[src/rtl/alu_ctrl_stage.sv]
// ALU control decode stage (RV32I, plus RV32M when ALU_MEXT_EN is defined) held in a one-entry pipeline register.
// Latency: 1 cycle for single-cycle ops; MUL_CYCLES/DIV_CYCLES cycles for M ops, with busy_o raised while waiting.
// Backpressure: ready_o is high when the stage is empty, or when it is full and execute takes the entry this cycle.
module alu_ctrl_stage #(
    parameter int CTRL_W     = 5,
    parameter int MUL_CYCLES = 2,
    parameter int DIV_CYCLES = 8
) (
    input  logic              clk_i,
    input  logic              rst_n_i,
    input  logic              valid_i,
    output logic              ready_o,
    input  logic [1:0]        alu_op_i,
    input  logic [2:0]        funct3_i,
    input  logic              funct7_b5_i,
    input  logic              funct7_b0_i,
    input  logic              op_5_i,
    input  logic              flush_i,
    output logic              valid_o,
    input  logic              ready_i,
    output logic [CTRL_W-1:0] alu_control_o,
    output logic              illegal_o,
    output logic              busy_o
);

    if (CTRL_W < 5 || MUL_CYCLES < 1 || DIV_CYCLES < 1) begin : g_param_check
        $error("alu_ctrl_stage: CTRL_W must be >= 5 and cycle counts >= 1");
    end

    localparam logic [4:0] C_ADD   = 5'd0;
    localparam logic [4:0] C_SUB   = 5'd1;
    localparam logic [4:0] C_AND   = 5'd2;
    localparam logic [4:0] C_OR    = 5'd3;
    localparam logic [4:0] C_XOR   = 5'd4;
    localparam logic [4:0] C_SLT   = 5'd5;
    localparam logic [4:0] C_SLTU  = 5'd6;
    localparam logic [4:0] C_SLL   = 5'd7;
    localparam logic [4:0] C_SRL   = 5'd8;
    localparam logic [4:0] C_SRA   = 5'd9;
    localparam logic [4:0] C_PASSB = 5'd10;

    typedef enum logic [1:0] {
        S_EMPTY = 2'd0,
        S_WAIT  = 2'd1,
        S_FULL  = 2'd2
    } state_t;

    state_t            state_q, state_d;
    logic [4:0]        dec_code;
    logic              dec_ill;
    logic              dec_mext;
    logic              load;
    logic              accept;
    logic [CTRL_W-1:0] ctrl_q;
    logic              ill_q;

    always_comb begin
        dec_code = C_ADD;
        dec_ill  = 1'b0;
        dec_mext = 1'b0;
        case (alu_op_i)
            2'b00: dec_code = C_ADD;
            2'b11: dec_code = C_PASSB;
            2'b01: begin
                case (funct3_i)
                    3'b000, 3'b001: dec_code = C_SUB;
                    3'b100, 3'b101: dec_code = C_SLT;
                    3'b110, 3'b111: dec_code = C_SLTU;
                    default: begin
                        dec_code = C_ADD;
                        dec_ill  = 1'b1;
                    end
                endcase
            end
            default: begin
                case (funct3_i)
                    3'b000:  dec_code = (op_5_i & funct7_b5_i) ? C_SUB : C_ADD;
                    3'b001:  dec_code = C_SLL;
                    3'b010:  dec_code = C_SLT;
                    3'b011:  dec_code = C_SLTU;
                    3'b100:  dec_code = C_XOR;
                    3'b101:  dec_code = funct7_b5_i ? C_SRA : C_SRL;
                    3'b110:  dec_code = C_OR;
                    default: dec_code = C_AND;
                endcase
                // bit 30 is only meaningful on R-type ADD/SUB and on shifts-right
                if (op_5_i && funct7_b5_i && funct3_i != 3'b000 && funct3_i != 3'b101)
                    dec_ill = 1'b1;
                if (op_5_i && funct7_b0_i) begin
`ifdef ALU_MEXT_EN
                    dec_code = {2'b10, funct3_i};
                    dec_ill  = 1'b0;
                    dec_mext = 1'b1;
`else
                    dec_code = C_ADD;
                    dec_ill  = 1'b1;
`endif
                end
            end
        endcase
    end

    assign ready_o = (state_q == S_EMPTY) || ((state_q == S_FULL) && ready_i);
    assign accept  = valid_i && ready_o;
    assign valid_o = (state_q == S_FULL);

`ifdef ALU_MEXT_EN
    localparam int MAX_CYC = (MUL_CYCLES > DIV_CYCLES) ? MUL_CYCLES : DIV_CYCLES;
    localparam int CNT_W   = $clog2(MAX_CYC) + 1;

    logic [CNT_W-1:0] cnt_q, cnt_d;
    logic [CNT_W-1:0] wait_init;
    logic             dec_long;
    int               dec_lat;

    always_comb begin
        dec_lat   = funct3_i[2] ? DIV_CYCLES : MUL_CYCLES;
        dec_long  = dec_mext && (dec_lat > 1);
        wait_init = dec_long ? CNT_W'(dec_lat - 2) : '0;
    end

    always_comb begin
        state_d = state_q;
        cnt_d   = cnt_q;
        load    = 1'b0;
        if (flush_i) begin
            state_d = S_EMPTY;
            cnt_d   = '0;
        end else if (accept) begin
            load    = 1'b1;
            state_d = dec_long ? S_WAIT : S_FULL;
            cnt_d   = wait_init;
        end else begin
            case (state_q)
                S_WAIT: begin
                    if (cnt_q == '0) state_d = S_FULL;
                    else             cnt_d   = cnt_q - 1'b1;
                end
                S_FULL: if (ready_i) state_d = S_EMPTY;
                default: state_d = state_q;
            endcase
        end
    end

    always_ff @(posedge clk_i or negedge rst_n_i) begin
        if (!rst_n_i) cnt_q <= '0;
        else          cnt_q <= cnt_d;
    end

    assign busy_o = (state_q == S_WAIT);
`else
    always_comb begin
        state_d = state_q;
        load    = 1'b0;
        if (flush_i) begin
            state_d = S_EMPTY;
        end else if (accept) begin
            load    = 1'b1;
            state_d = S_FULL;
        end else if (state_q == S_FULL && ready_i) begin
            state_d = S_EMPTY;
        end
    end

    assign busy_o = 1'b0;
`endif

    always_ff @(posedge clk_i or negedge rst_n_i) begin
        if (!rst_n_i) begin
            state_q <= S_EMPTY;
            ctrl_q  <= '0;
            ill_q   <= 1'b0;
        end else begin
            state_q <= state_d;
            if (load) begin
                ctrl_q <= CTRL_W'(dec_code);
                ill_q  <= dec_ill;
            end
        end
    end

    assign alu_control_o = ctrl_q;
    assign illegal_o     = ill_q;

endmodule

[config.mk]
export PLATFORM = sky130hd
export DESIGN_NAME = alu_ctrl_stage
export DESIGN_NICKNAME = d
export VERILOG_FILES = /design/src/rtl/alu_ctrl_stage.sv
export SDC_FILE = /design/constraint.sdc
export NUM_CORES = 1
export LEC_CHECK = 0
export BUFFER_PORTS_ARGS = -buffer_cell sky130_fd_sc_hd__buf_2
export CORE_AREA = 8 8 45 47
export CTS_CLUSTER_DIAMETER = 60
export DETAILED_ROUTE_END_ITERATION = 12
export DIE_AREA = 0 0 53 55
export PLACE_DENSITY = 0.7
export SYNTH_ARGS = -nofsm -noshare
export SYNTH_HDL_FRONTEND = slang
export SYNTH_SLANG_ARGS = --single-unit
[constraint.sdc]
create_clock -name clk_i -period 1.1 [get_ports clk_i]
set_input_delay 0.11 -clock clk_i [delete_from_list [all_inputs] [get_ports clk_i]]
set_output_delay 0.11 -clock clk_i [all_outputs]
set_load 0.05 [all_outputs]
; Yosys cells after proc, flatten, opt, wreduce, memory -nomap -nowiden
; Index checks and enable logic that the tools add are counted.
[totals]
out_inout_bits = 9
regBits = 8
input_bits = 13
[classes]
reduce_logical = 17
n_mux = 15
n_eq_ne = 11
n_bitwise = 1
[ops]
columns = op, n
row1 = 4-bit one-hot mux with 7 select lines, 1
row2 = 5-bit one-hot mux with 3 select lines, 1
row3 = "3-bit == test, second input constant", 4
row4 = 3-bit one-hot mux with 3 select lines, 1
row5 = 2-bit OR reduction, 4
row6 = 1-bit two-way mux, 7
row7 = "3-bit by 2-bit == test with 1-bit output, second input constant", 2
row8 = 1-bit logical AND, 6
row9 = 2-bit two-way mux, 3
row10 = 3-bit nonzero test, 2
row11 = 6-bit OR reduction, 1
row12 = 5-bit two-way mux, 1
row13 = "2-bit == test, second input constant", 2
row14 = 2-bit zero test, 2
row15 = "3-bit by 1-bit == test with 1-bit output, second input constant", 1
row16 = 3-bit zero test, 1
row17 = "3-bit inequality test, second input constant", 1
row18 = "2-bit by 1-bit == test with 1-bit output, second input constant", 1
row19 = 1-bit one-hot mux with 2 select lines, 1
row20 = 1-bit AND, 1
row21 = 1-bit logical OR, 1

; Logic depth before layout (Yosys ltp)
[depth]
word_depth = 6
depth_mapped = 5

; Least setup slack after synthesis
; No wires, ideal clock.
[synth_timing]
path_type = register to register
startpoint = register state_q[1]
endpoint = register ctrl_q[1], in the netlist alu_control_o[1]
setup_ps = 119
arrival_time_ps = 1358
path_slack_ps = -377
path_stages_with_launch = 5
path_cell_list = dfrtp_1 > nor2b_4 > nor3b_4 > o221ai_1 > o21a_1
[synth_via]
elab_chain_len = 6
word_cells_on_any_way = 7
[synth_rtl]
columns = item, line
row1 = start: declaration, 48  ; state_t state_q, state_d;
row2 = start signal: assignment, 174  ; state_q <= state_d;
row3 = 2-bit == test, 103  ; assign ready_o = (state_q == S_EMPTY) || ((state_q == S_FULL) && ready_i);
row4 = 1-bit logical AND, 103
row5 = 1-bit logical OR (*), 103
row6 = 1-bit logical AND (*), 104  ; assign accept = valid_i && ready_o;
row7 = 1-bit two-way mux (*), 157  ; end else if (accept) begin
row8 = 1-bit two-way mux (*), 155  ; if (flush_i) begin
row9 = end signal: assignment, 176  ; ctrl_q <= CTRL_W'(dec_code);
row10 = end: declaration, 54  ; logic [CTRL_W-1:0] ctrl_q;
; Every way passes the cells marked *; elsewhere a longest branch is shown, timed or not.
; A chain may end at the register's enable or synchronous reset.

; Final worst setup path
[layout_timing]
startpoint = register state_q[1]
endpoint = register ctrl_q[2], in the netlist alu_control_o[2]
; The elaborated chain is that of the path after synthesis.

==> results.md <==
- Clock-pin transition on the worst setup and hold timing paths: 50 ps
- Unrepaired setup endpoints after global routing: yes
- Peak VDD IR: 0.389 mV
- Number of warning messages in the yosys log: 0
- Max Transition Viols Final: 0
- Pin count of the biggest net entering global routing: 9
- Starting density of the core: 0.304
- Max Clock Skew: 6.94 ps
- Routed Wire Length: 1.21 mm
- Arrival time of data at the critical path endpoint: 1330 ps
- Input/output buffers: 19
- Post-detailed-route count of antenna-violating nets: 0
- Row cnt: 14
- Met2 wirelength from detailed routing: 537 µm
- Average wire per standard cell: 13.2 µm
- Number of library cell types mapped by synthesis: 24
- Endpoint kind of the worst setup timing path: flop
- Number of CTS-inserted buffers: 3
- Root Buffer: sky130_fd_sc_hd__clkbuf_4
- Met1 wire length: 518 µm
- Critical Setup Path Class: flop to flop
- Overall via count from detail_route: 452
- Crit path launch type: flop
- First-pass GRT wire length: 1.93 mm
- RD Place Congestion: 0.827
- Number of placed instances with taps included: 85
- Vertical die dimension: 55 µm
- Delay contributed by the slowest stage of the critical path: 390 ps
- Fmax: 853 MHz
- Static Leak: 0.298 nW
- Count of TritonRoute iterations in the first routing pass: 4
- Critical Path, Cell by Cell: nor2b_4, nor3b_4, buf_6, nor2_2, a21oi_2
- Highest metal layer with signal wires: met4
- Endpoints failing hold: 0
- Die width: 53 µm
- Critical-path top delay cell: sky130_fd_sc_hd__dfrtp_2
- Cell family with most CP delay: simple AND/OR/NAND/NOR gates
- Buffers plus inverters on the worst setup path: 1
- Sequential fraction of the synthesis area: 0.357
- Insertion delay of the later-clocked pin in the worst-skew pair: 240 ps
- Overall power of the completed layout: 0.000834 W
- Count of clock tree sinks: 6
- TritonCTS clock tree: built
- Via count of the first global-routing pass: 450
- Per-cell via count in the routed design: 4.91
- Number of standard cells in the layout, taps in and fillers out: 92
- Netlist Area Pre-Place: 420 µm²
- Core occupancy in the finished layout: 0.455
- Clk buf depth: 2
- Mean cell area of the mapped netlist: 8.58 µm²
- Detailed placement HPWL: 934 µm
- Final TNS setup: -380 ps
- DRC Markers: 0
- Area delta synth->final: 49.7%
- Number of nets in the finished design: 90
- Standard cell core area: 1380 µm²
- First DRT Iteration DRCs: 6
- Count of H-tree levels built during CTS: 1
- Failing checks: negative setup slack
- Maximum net fanout on the critical path: 7
- Remaining global-route overflow: 0
- Die area: 2920 µm²
- Detailed route wirelength on metal3: 127 µm
- Minimum clock period after layout: 1170 ps
- Count of final setup violators: 6
- Initial antenna violation count: 0
- Top Ports: 22
- # diodes: 0
- Cell count after synthesis: 49
- Required @ worst endpoint: 1260 ps
- Register bit count reported by yosys: 6
- Number of maximum-capacitance constraint violations: 0
- Outcome: complete, but fails checks
- Share of final-layout standard cells stronger than drive strength 1: 0.474
- All-Layer GR Usage: 0.0883
- Power per unit of standard cell area: 1330 nW/µm²
- Period Utilization, post-route: 1.07
- Type of the most critical hold path: input port to flop
- Final Worst Setup Slack: -72.9 ps
[cells in the final DEF (no fill, tap or decap)]
cell,netlist,routed
sky130_fd_sc_hd__nor2b_4,1,1
sky130_fd_sc_hd__nor2_1,7,5
sky130_fd_sc_hd__nand3_1,1,1
sky130_fd_sc_hd__nor3b_4,1,1
sky130_fd_sc_hd__buf_2,0,18
sky130_fd_sc_hd__buf_4,2,2
sky130_fd_sc_hd__a31oi_1,3,3
sky130_fd_sc_hd__a21oi_1,2,1
sky130_fd_sc_hd__inv_4,0,1
sky130_fd_sc_hd__buf_8,0,1
sky130_fd_sc_hd__a21oi_2,0,1
sky130_fd_sc_hd__nand2b_1,1,1
sky130_fd_sc_hd__clkbuf_4,0,3
sky130_fd_sc_hd__a41oi_1,1,1
sky130_fd_sc_hd__xnor2_1,2,2
sky130_fd_sc_hd__inv_1,6,5
sky130_fd_sc_hd__dfrtp_1,6,5
sky130_fd_sc_hd__buf_6,1,3
sky130_fd_sc_hd__dfrtp_2,0,1
sky130_fd_sc_hd__nand2_2,0,1
sky130_fd_sc_hd__o2bb2ai_1,1,1
sky130_fd_sc_hd__conb_1,1,2
sky130_fd_sc_hd__o221ai_1,1,1
sky130_fd_sc_hd__and3_1,1,1
sky130_fd_sc_hd__nand2_1,4,3
sky130_fd_sc_hd__a21boi_1,1,1
sky130_fd_sc_hd__nand4_1,1,1
sky130_fd_sc_hd__nor2_2,0,2
sky130_fd_sc_hd__dlygate4sd3_1,0,1
sky130_fd_sc_hd__a32oi_1,2,2
sky130_fd_sc_hd__clkbuf_1,0,1
sky130_fd_sc_hd__o22ai_2,0,1
sky130_fd_sc_hd__o21a_1,1,1
sky130_fd_sc_hd__o2111ai_1,1,1
[worst paths after layout]
check / start / endpoint / slack, ps / cells past startpoint
worst max-delay path: state_q[1]$_DFFE_PN0P_ / alu_control_o[2]$_DFFE_PN0P_ / -70 / 5
worst min register to register: alu_control_o[1]$_DFFE_PN0P_ / alu_control_o[1]$_DFFE_PN0P_ / 500 / 1
max in group asynchronous: rst_n_i / state_q[1]$_DFFE_PN0P_ / 730 / 2
worst max register to register: state_q[1]$_DFFE_PN0P_ / alu_control_o[2]$_DFFE_PN0P_ / -70 / 5
min in group asynchronous: rst_n_i / illegal_o$_DFFE_PN0P_ / 220 / 2
worst min-delay path: flush_i / state_q[1]$_DFFE_PN0P_ / 70 / 2
[area by class of cell]
class                      count  area, µm²
tap                           16       20.0
timing repair buffer          25        164
inverter                       6       25.0
sequential                     6        151
multi-input combinational     35        243
clock buffer                   4       26.3
fill                         156        754
[registers in the layout (all words and copies together) (netlist names)]
register       flops
state_q            1
alu_control_o      4
illegal_o          1
[synthesized netlist by cell type]
cell type                   instances  area [µm²]
sky130_fd_sc_hd__nor2_1             7        26.3
sky130_fd_sc_hd__dfrtp_1            6         150
sky130_fd_sc_hd__inv_1              6        22.5
sky130_fd_sc_hd__nand2_1            4        15.0
sky130_fd_sc_hd__a31oi_1            3        18.8
sky130_fd_sc_hd__a21oi_1            2        10.0
sky130_fd_sc_hd__a32oi_1            2        17.5
sky130_fd_sc_hd__buf_4              2        15.0
sky130_fd_sc_hd__xnor2_1            2        17.5
sky130_fd_sc_hd__a21boi_1           1        7.51
sky130_fd_sc_hd__a41oi_1            1        8.76
sky130_fd_sc_hd__and3_1             1        6.26
sky130_fd_sc_hd__buf_6              1        11.3
sky130_fd_sc_hd__conb_1             1        3.75
sky130_fd_sc_hd__nand2b_1           1        6.26
sky130_fd_sc_hd__nand3_1            1        5.00
sky130_fd_sc_hd__nand4_1            1        6.26
sky130_fd_sc_hd__nor2b_4            1        13.8
sky130_fd_sc_hd__nor3b_4            1        18.8
sky130_fd_sc_hd__o2111ai_1          1        8.76
sky130_fd_sc_hd__o21a_1             1        7.51
sky130_fd_sc_hd__o221ai_1           1        8.76
sky130_fd_sc_hd__o22ai_1            1        6.26
sky130_fd_sc_hd__o2bb2ai_1          1        8.76
[through the flow]
stage	instance area, µm²	hold WS, ps	worst slack [ps]
floorplan	425	-186	-287
global placement	537	-60.3	-42.4
detailed placement	537	-56.8	-105
CTS	594	58.2	-113
global route	629	61.4	-128
finish	629	68.1	-72.9
[logic make-up (layout without fill, tap and decap cells)]
family / Yosys count / after routing / share of synthesized area
buffers and inverters: 9 / 35 / 0.116
other: 1 / 2 / 0.00892
xor gates and xnor gates: 2 / 2 / 0.0417
AOI/OAI and AO/OA: 14 / 14 / 0.244
and+or+nand+nor: 17 / 17 / 0.232
DFF: 6 / 6 / 0.357
[report_power, final]
| part | internal, W | switching [W] | total [W] |
|---|---|---|---|
| clock network | 0.000138 | 0.0000820 | 0.000220 |
| logic | 0.000111 | 0.000233 | 0.000343 |
| registers | 0.000253 | 0.0000177 | 0.000271 |
| total | 0.000502 | 0.000332 | 0.000834 |
[what timing repair did]
action                                  CTS  global route
resized for setup                         5             8
hold buffers                              1             0
pin swaps                                 1             2
hold endpoints to repair                  6             0
buffers inserted                          1             1
endpoints found under the setup margin    5             6
[routing by layer]
metal,GRT usage,vias up
met5,0,-
li1,-,223
met1,0.0982,204
met4,0.0647,0
met3,0.0294,2
met2,0.139,23
Power figures use the tool's default switching activity.
